==> config.mk <==
export PLATFORM = sky130hd
export DESIGN_NAME = display_scan_flat
export DESIGN_NICKNAME = d
export VERILOG_FILES = /design/src/rtl/display_pkg.sv /design/src/rtl/display_scan_if.sv /design/src/rtl/hex_to_7seg.sv /design/src/rtl/display_scan.sv /design/src/flat_wrapper.sv
export SDC_FILE = /design/constraint.sdc
export NUM_CORES = 1
export LEC_CHECK = 0
export BUFFER_PORTS_ARGS = -buffer_cell sky130_fd_sc_hd__buf_2
export CAP_MARGIN = 20
export CELL_PAD_IN_SITES_DETAIL_PLACEMENT = 2
export CELL_PAD_IN_SITES_GLOBAL_PLACEMENT = 2
export CORE_ASPECT_RATIO = 0.9
export CORE_MARGIN = 5
export CORE_UTILIZATION = 33
export DETAILED_ROUTE_END_ITERATION = 8
export PLACE_DENSITY_LB_ADDON = 0.1
export SLEW_MARGIN = 10
export SYNTH_ARGS = -nofsm -noshare
export SYNTH_HDL_FRONTEND = slang
export SYNTH_SLANG_ARGS = --single-unit
==> constraint.sdc <==
create_clock -name clk -period 3.75 [get_ports clk]
set_input_delay 0.75 -clock clk [delete_from_list [all_inputs] [get_ports clk]]
set_output_delay 0.75 -clock clk [all_outputs]
set_load 0.02 [all_outputs]
==> src/rtl/display_pkg.sv <==
// Shared constants for the multiplexed seven-segment driver: blank pattern,
// active-low hex segment table and default digit count.
package display_pkg;

    localparam int DEFAULT_N_DIGITS = 4;

    localparam logic [6:0] SEG_BLANK = 7'b1111111;

    // Active-low segment patterns, bit 6 = g ... bit 0 = a; entry n decodes nibble n.
    localparam logic [15:0][6:0] HEX_SEG = {
        7'b0001110,  // F
        7'b0000110,  // E
        7'b0100001,  // d
        7'b1000110,  // C
        7'b0000011,  // b
        7'b0001000,  // A
        7'b0010000,  // 9
        7'b0000000,  // 8
        7'b1111000,  // 7
        7'b0000010,  // 6
        7'b0010010,  // 5
        7'b0011001,  // 4
        7'b0110000,  // 3
        7'b0100100,  // 2
        7'b1111001,  // 1
        7'b1000000   // 0
    };

endpackage

==> src/rtl/display_scan_if.sv <==
// Pin-side bundle of the seven-segment scanner: divider input, display data
// from the host and the active-low digit/segment outputs.
interface display_scan_if
    import display_pkg::*;
#(
    parameter int N_DIGITS = DEFAULT_N_DIGITS
);

    logic                    scan_in;
    logic [4*N_DIGITS-1:0]   value;
    logic [N_DIGITS-1:0]     dp;
    logic [N_DIGITS-1:0]     an;
    logic [6:0]              seg;
    logic                    seg_dp;
    logic                    frame_start;

    modport master (
        output scan_in, value, dp,
        input  an, seg, seg_dp, frame_start
    );

    modport slave (
        input  scan_in, value, dp,
        output an, seg, seg_dp, frame_start
    );

endinterface

==> src/rtl/hex_to_7seg.sv <==
// Combinational hex nibble to active-low seven-segment pattern decoder.
module hex_to_7seg
    import display_pkg::*;
(
    input  logic [3:0] nibble,
    output logic [6:0] seg
);

    assign seg = HEX_SEG[nibble];

endmodule

==> src/rtl/display_scan.sv <==
// Multiplexed seven-segment scanner stepped by rising edges of a slow divider
// wave. Optional feature macro: LEADING_ZERO_BLANK_EN (blank leading zeros).
module display_scan
    import display_pkg::*;
#(
    parameter int N_DIGITS    = DEFAULT_N_DIGITS,
    parameter int SYNC_STAGES = 2
) (
    input  logic          clk,
    input  logic          rstn,
    display_scan_if.slave bus
);

    localparam int IW = $clog2(N_DIGITS);
    localparam logic [IW-1:0] LAST_IDX = IW'(N_DIGITS - 1);

    logic [SYNC_STAGES-1:0]  sync;
    logic                    prev;
    logic                    step;
    logic                    wrap;
    logic [IW-1:0]           idx;
    logic [IW-1:0]           idx_next;
    logic [4*N_DIGITS-1:0]   shadow;
    logic [4*N_DIGITS-1:0]   src;
    logic [N_DIGITS-1:0]     dp_shadow;
    logic [N_DIGITS-1:0]     dp_src;
    logic [3:0]              nibble;
    logic [6:0]              digit_seg;
    logic [6:0]              seg_next;
    logic [N_DIGITS-1:0]     an_next;
    logic                    lz_blank;

    logic [N_DIGITS-1:0]     an_r;
    logic [6:0]              seg_r;
    logic                    seg_dp_r;
    logic                    frame_start_r;

    assign step = sync[SYNC_STAGES-1] & ~prev;

    // On wrap the frame restarts from the incoming value, so digit 0 is never stale.
    always_comb begin
        // NOTE: every always_comb output gets a default first so no path infers a latch.
        wrap     = (idx == LAST_IDX);
        idx_next = wrap ? '0 : idx + IW'(1);
        src      = wrap ? bus.value : shadow;
        dp_src   = wrap ? bus.dp : dp_shadow;
        nibble   = src[4*int'(idx_next) +: 4];
        an_next  = ~({{(N_DIGITS-1){1'b0}}, 1'b1} << idx_next);
        lz_blank = 1'b0;
`ifdef LEADING_ZERO_BLANK_EN
        lz_blank = (idx_next != '0);
        for (int i = 0; i < N_DIGITS; i++) begin
            if (i >= int'(idx_next) && src[4*i +: 4] != 4'h0) begin
                lz_blank = 1'b0;
            end
        end
`endif
        seg_next = lz_blank ? SEG_BLANK : digit_seg;
    end

    hex_to_7seg u_dec (
        .nibble (nibble),
        .seg    (digit_seg)
    );

    always_ff @(posedge clk) begin
        if (!rstn) begin
            // NOTE: shadow registers are cleared too, since reset fully defines the frame state.
            sync          <= '0;
            prev          <= 1'b0;
            idx           <= LAST_IDX;
            shadow        <= '0;
            dp_shadow     <= '0;
            an_r          <= '1;
            seg_r         <= SEG_BLANK;
            seg_dp_r      <= 1'b1;
            frame_start_r <= 1'b0;
        end else begin
            // NOTE: non-blocking updates let the synchronizer shift one stage per clock.
            sync          <= {sync[SYNC_STAGES-2:0], bus.scan_in};
            prev          <= sync[SYNC_STAGES-1];
            frame_start_r <= step & wrap;
            if (step) begin
                idx      <= idx_next;
                an_r     <= an_next;
                seg_r    <= seg_next;
                seg_dp_r <= ~dp_src[idx_next];
                if (wrap) begin
                    shadow    <= bus.value;
                    dp_shadow <= bus.dp;
                end
            end
        end
    end

    assign bus.an          = an_r;
    assign bus.seg         = seg_r;
    assign bus.seg_dp      = seg_dp_r;
    assign bus.frame_start = frame_start_r;

endmodule
==> src/flat_wrapper.sv <==
// flat-port wrapper written by rule: the top's interface ports become plain ports
module display_scan_flat import display_pkg::*;
#(
    parameter int N_DIGITS    = DEFAULT_N_DIGITS,
    parameter int SYNC_STAGES = 2
)
  (clk, rstn, bus_scan_in, bus_value, bus_dp, bus_an, bus_seg, bus_seg_dp, bus_frame_start);
  display_scan_if #(.N_DIGITS(N_DIGITS)) bus_i ();
  input  logic clk;
  input  logic rstn;
  input wire logic [$bits(bus_i.scan_in)-1:0] bus_scan_in;
  input wire logic [$bits(bus_i.value)-1:0] bus_value;
  input wire logic [$bits(bus_i.dp)-1:0] bus_dp;
  output wire logic [$bits(bus_i.an)-1:0] bus_an;
  output wire logic [$bits(bus_i.seg)-1:0] bus_seg;
  output wire logic [$bits(bus_i.seg_dp)-1:0] bus_seg_dp;
  output wire logic [$bits(bus_i.frame_start)-1:0] bus_frame_start;
  assign bus_i.scan_in = bus_scan_in;
  assign bus_i.value = bus_value;
  assign bus_i.dp = bus_dp;
  assign bus_an = bus_i.an;
  assign bus_seg = bus_i.seg;
  assign bus_seg_dp = bus_i.seg_dp;
  assign bus_frame_start = bus_i.frame_start;
  display_scan #(.N_DIGITS(N_DIGITS), .SYNC_STAGES(SYNC_STAGES)) u_core (.clk(clk), .rstn(rstn), .bus(bus_i));
endmodule
## Word level (Yosys, flattened, before mapping)

Memory sizes are Yosys's and may differ from the RTL's. A register that Yosys moved wholly into a read port is not among the register bits.
Cells that the tools add are included.
W data, S select, Z words.

- Bits in registers: 31
- Latch bits: 0
- RAM bits: 0
- ROM bits: 112
- Input bits: 23
- Logic and storage cells: 25
- Memories kept: 1

Memory list:

| memory | depth | bits a word | rd ports | clocked after Yosys merged registers in | write ports | RTL line | source |
|---|---|---|---|---|---|---|---|
| (name not given) | 16 | 7 | 1 | 1 | 0 | hex_to_7seg.sv:9 | `assign seg = HEX_SEG[nibble];` |

- Add/sub/neg operators: 1
- Multipliers: 0
- Divide/modulo/power cells: 0
- Order comparisons: 1
- Equal/unequal tests: 1
- Shift operators: 2
- Multiplexer cells: 5
- Bitwise operators: 5
- Reductions and logical operators: 1

Operators with widths:

| kind | count |
|---|---|
| $mux W16 | 1 |
| $shiftx A16 B5 Y4 | 1 |
| $mux W4 | 1 |
| $not A4 Y4 | 1 |
| $shl A1 B2 Y4 const A | 1 |
| $lt A2 B3 Y1 const B | 1 |
| $add A2 B1 Y2 const B | 1 |
| $and A1 B1 Y1 | 2 |
| $bmux W1 S2 | 1 |
| $eq A2 B2 Y1 const B | 1 |
| $mux W2 | 1 |
| $not A1 Y1 | 2 |
| $logic_not A1 Y1 | 1 |
| $mux W1 | 1 |

## Depth between registers and ports, before layout

- Depth after elaboration: 5
- Depth in mapped cells: 11
- Gate-level depth less buffers: 9

## Hierarchy

From an unflattened synthesis, not the netlist that was laid out.

- Cells, all modules: 222
- Area total of the unflattened synthesis: 1,896.8 um^2

By module, submodules not included:

| module | times used | cells an instance | area each (um^2) | seq. area each (um^2) |
|---|---|---|---|---|
| display_scan | 1 | 187 | 1,649.1 | 760.7 |
| hex_to_7seg | 1 | 35 | 247.7 | 0.0 |

## Worst setup path before layout

No wires, ideal clock.

- Path kind: register to register
- Start point: reg u_core.idx[0]
- End point: reg u_core.seg_r[2], in the netlist u_core.bus.seg[2]
- Arrival: 2,643 ps
- Required time: 3,617 ps
- Setup slack: 974 ps
- Stages on the path, launching flop included: 12
- Path through: dfxtp_1 -> buf_6 -> inv_1 -> ha_1 -> clkbuf_1 -> mux4_2 -> inv_1 -> ha_1 -> inv_1 -> and3_1 -> a311oi_1 -> o21ai_1

- Word-level cells in the longest chain between the ends: 3
- Elaborated cells on any way between the ends: 5
- Classes of those cells: 1 x add/sub; 1 x eq/ne; 1 x shift; 2 x mux

RTL lines:

| element | RTL line | source |
|---|---|---|
| start: declaration | display_scan.sv:21 | `logic [IW-1:0] idx;` |
| start signal: assignment | display_scan.sv:84 | `idx <= idx_next;` |
| $add A2 B1 Y2 or $eq A2 B2 Y1 (tied branches) | display_scan.sv:44, display_scan.sv:43 |  |
| $mux W2 (*) | display_scan.sv:44 | `idx_next = wrap ? '0 : idx + IW'(1);` |
| net u_core.idx_next[1] | display_scan.sv:22 | `logic [IW-1:0] idx_next;` |
| $shiftx A16 B5 Y4 (*) | display_scan.sv:47 | `nibble = src[4*int'(idx_next) +: 4];` |
| end: declaration | display_scan.sv:34 | `logic [6:0] seg_r;` |

The timed path passes the listed nets; every way through them passes the cells marked *.
A chain may end at the register's enable or synchronous reset.

## Final worst setup path

- Start point: reg u_core.idx[1]
- End point: reg u_core.seg_r[2], in the netlist u_core.bus.seg[2]

Same word-level chain as after synthesis.

==> flow_metrics.py <==
metrics = {
    "pwr": {
        "vdd_drop_max_uv": 168.4,
        "p_per_area_nw_per_um2": 396.8,
        "leakage_nw": 0.9177,
    },
    "placed_design": {
        "hpwl_um": 3824,
        "gp_congestion": 0.7843,
        "place_area_um2": 2077,
        "port-buffer-count": 35,
        "pre_cts_slack_ns": 0.9980,
    },
    "synth": {
        "synth_fp_nets": 239,
        "synth.distinct_cells": 27,
        "async_reset_ff_share_pct": 0,
        "synth_area_um2": 1878,
        "synth_cells": 205,
        "yosysWarningCount": 0,
        "syn_avg_cell_area_um2": 9.161,
        "synthFlopType": "dfxtp_1",
        "ys_seq_area_share_pct": 40.51,
        "yosys_register_bits": 38,
        "synth_edf_count": 0,
    },
    "setup_path": {
        "worst-endpoint-required_ns": 3.89,
        "cp_max_fo": 6,
        "end_kind": "register",
        "crit_path_start_kind": "register",
        "crit_type": "register to register",
        "rrSetupSlack_ns": 1.03,
        "critPathArrivalTime_ns": 2.86,
    },
    "die": {
        "dieWidth_um": 89.52,
        "core_area_um2": 5595,
        "row_count": 26,
        "dieArea_um2": 7302,
        "io_pins": 36,
        "start_util_pct": 33.56,
        "die_h_um": 81.57,
    },
    "global_routing": {
        "grt_max_degree": 39,
        "grt_pass1_vias": 1728,
        "grt_pass1_wl_um": 8286,
        "antenna_found_initial": 0,
        "grtUsageTotal_pct": 15.01,
        "busiest_layer": "met2",
        "met3_usage_pct": 4.313,
        "grt-ovfl-total": 0,
        "met1_usage_pct": 17.22,
        "met2_usage_pct": 26.66,
    },
    "layout": {
        "stdcell_area_um2": 2153,
        "num_antenna_cells": 0,
        "finalNetCount": 267,
        "final_cell_mix": "nand2_1 (61), dfxtp_1 (38), buf_2 (35), a21boi_0 (20), ha_1 (11)",
        "layout_commonest_cell": "nand2_1",
        "syn2layout_area_growth_pct": 14.66,
        "drive_gt1_share_pct": 24.03,
    },
    "sta": {
        "slew_viol_final": 0,
        "fin_crit_ns": 2.722,
        "final.period_utilization_pct": 72.60,
        "hold_viol_final": 0,
        "fmax_mhz": 367.3,
        "finalSetupViolations": 0,
        "clock_skew_ns": 0.008454,
        "tns_ns": 0,
        "tightest_slew_ns": 0.8216,
        "rsz0062_at_grt": "false",
        "final.setup.worst_slack_ns": 1.028,
        "relSlewSlack_pct": 45.23,
    },
    "clock_network": {
        "ctsHoldBuffers": 0,
        "cts_root_buf": "clkbuf_8",
        "tritoncts": "yes",
        "post-cts-setup-buffer-count": 0,
        "cts.sinks": 38,
        "insertion_delay_ns": 0.29,
        "clkTransAtPathRegs_ns": 0.07,
        "ctsResizeCount": 0,
        "htree_levels": 2,
        "cts_made_buffers": 5,
        "clock_tree.buffer_depth": 2,
    },
    "routing": {
        "drtPass1Iterations": 4,
        "drtIter0Drc": 41,
        "via_per_inst": 5.053,
        "drt_wl_total_um": 5018,
        "drc_errors": 0,
        "vias": 1531,
        "wl_per_cell_um": 16.56,
        "antenna_violating_nets_post_route": 0,
    },
    "outcome": {
        "status": "finished, final reports clean",
    },
    "min_path": {
        "min_path_type": "register to register",
    },
    "job": {
        "maxCapViolCount": 0,
    },
}
state kept, by name, indices dropped and copies added (netlist names):
register                count
u_core.idx                  2
u_core.sync                 2
u_core.dp_shadow            4
u_core.shadow              16
u_core.bus.seg              7
u_core.bus.seg_dp           1
u_core.bus.an               4
u_core.prev                 1
u_core.bus.frame_start      1
synth_stat cells, types with 2 or more instances:
cell type  number  area, um^2
mux2i_1         4       40.04
mux4_2          5       112.6
nor2_1          3       11.26
inv_1           7       26.28
nor3_1          2       10.01
ha_1           11       137.6
o21ai_1         3       15.01
buf_6           2       22.52
mux2_1          2       22.52
clkbuf_1       12       45.04
o2111ai_1       4       35.03
a221o_1         2       20.02
and3_1          2       12.51
and2_1          4       25.02
a21boi_0       20       150.1
dfxtp_1        38       760.7
mux2_2          8       90.09
o211ai_1        7       52.55
nand2_1        61       229.0
report_power, final:
part	switching [W]	leakage, nW	internal [W]
combinational	0.0000949	0.569	0.0000646
clock	0.000138	0.0383	0.000128
sequential	0.00000843	0.310	0.000420
total	0.000242	0.918	0.000613
cell type report:
cell class | instances | area, um^2
Fill cell | 648 | 3442
Multi-Input combinational cell | 145 | 1020
Sequential cell | 38 | 760.7
Timing Repair Buffer | 36 | 182.7
Tap cell | 70 | 87.58
Clock buffer | 7 | 76.32
Inverter | 7 | 26.28
path summary, 6_finish.rpt:
path                       start                end  depth (start not counted)
setup / recovery   u_core.idx[1]  u_core.bus.seg[2]                          9
hold / removal    u_core.sync[0]     u_core.sync[1]                          1
setup reg to reg   u_core.idx[1]  u_core.bus.seg[2]                          9
hold reg to reg   u_core.sync[0]     u_core.sync[1]                          1
routing by layer:
layer | share of wire (%) | wire length, um | up-vias
li1 | - | - | 751
met1 | 44 | 2189 | 739
met2 | 50 | 2510 | 31
met3 | 4.8 | 239 | 10
met4 | 1.6 | 79 | 0
met5 | 0 | 0 | -
cell families (layout without fill, tap and decap cells):
logic type	count (synthesis)	after routing	synth area share, %
simple gates	75	75	16.32
compound gates	39	39	15.72
flops	38	38	40.51
buf+inv	22	50	5.196
mux	20	20	14.92
fa+ha+maj	11	11	7.328
critical path, cell delays in order (launching register included):
cell and delay (ns):
dfxtp_1 0.38, inv_1 0.10, ha_1 0.49, mux4_2 0.63, inv_1 0.15, ha_1 0.25, inv_1 0.08, and3_1 0.15
a311oi_1 0.24, o21ai_1 0.10
through the flow:
step	hold slack (ns)	util, %	power [W]	cells
detailed placement	0.4258	37.12	0.0005998	296
global placement	0.4137	37.12	0.0005901	296
CTS	0.4430	38.48	0.0008668	303
floorplan	0.4119	-	0.0005498	205
global route	0.4607	38.48	0.0009014	303
finish	0.4375	38.48	0.0008545	303
Note: power is estimated with default switching activity, not from simulation.
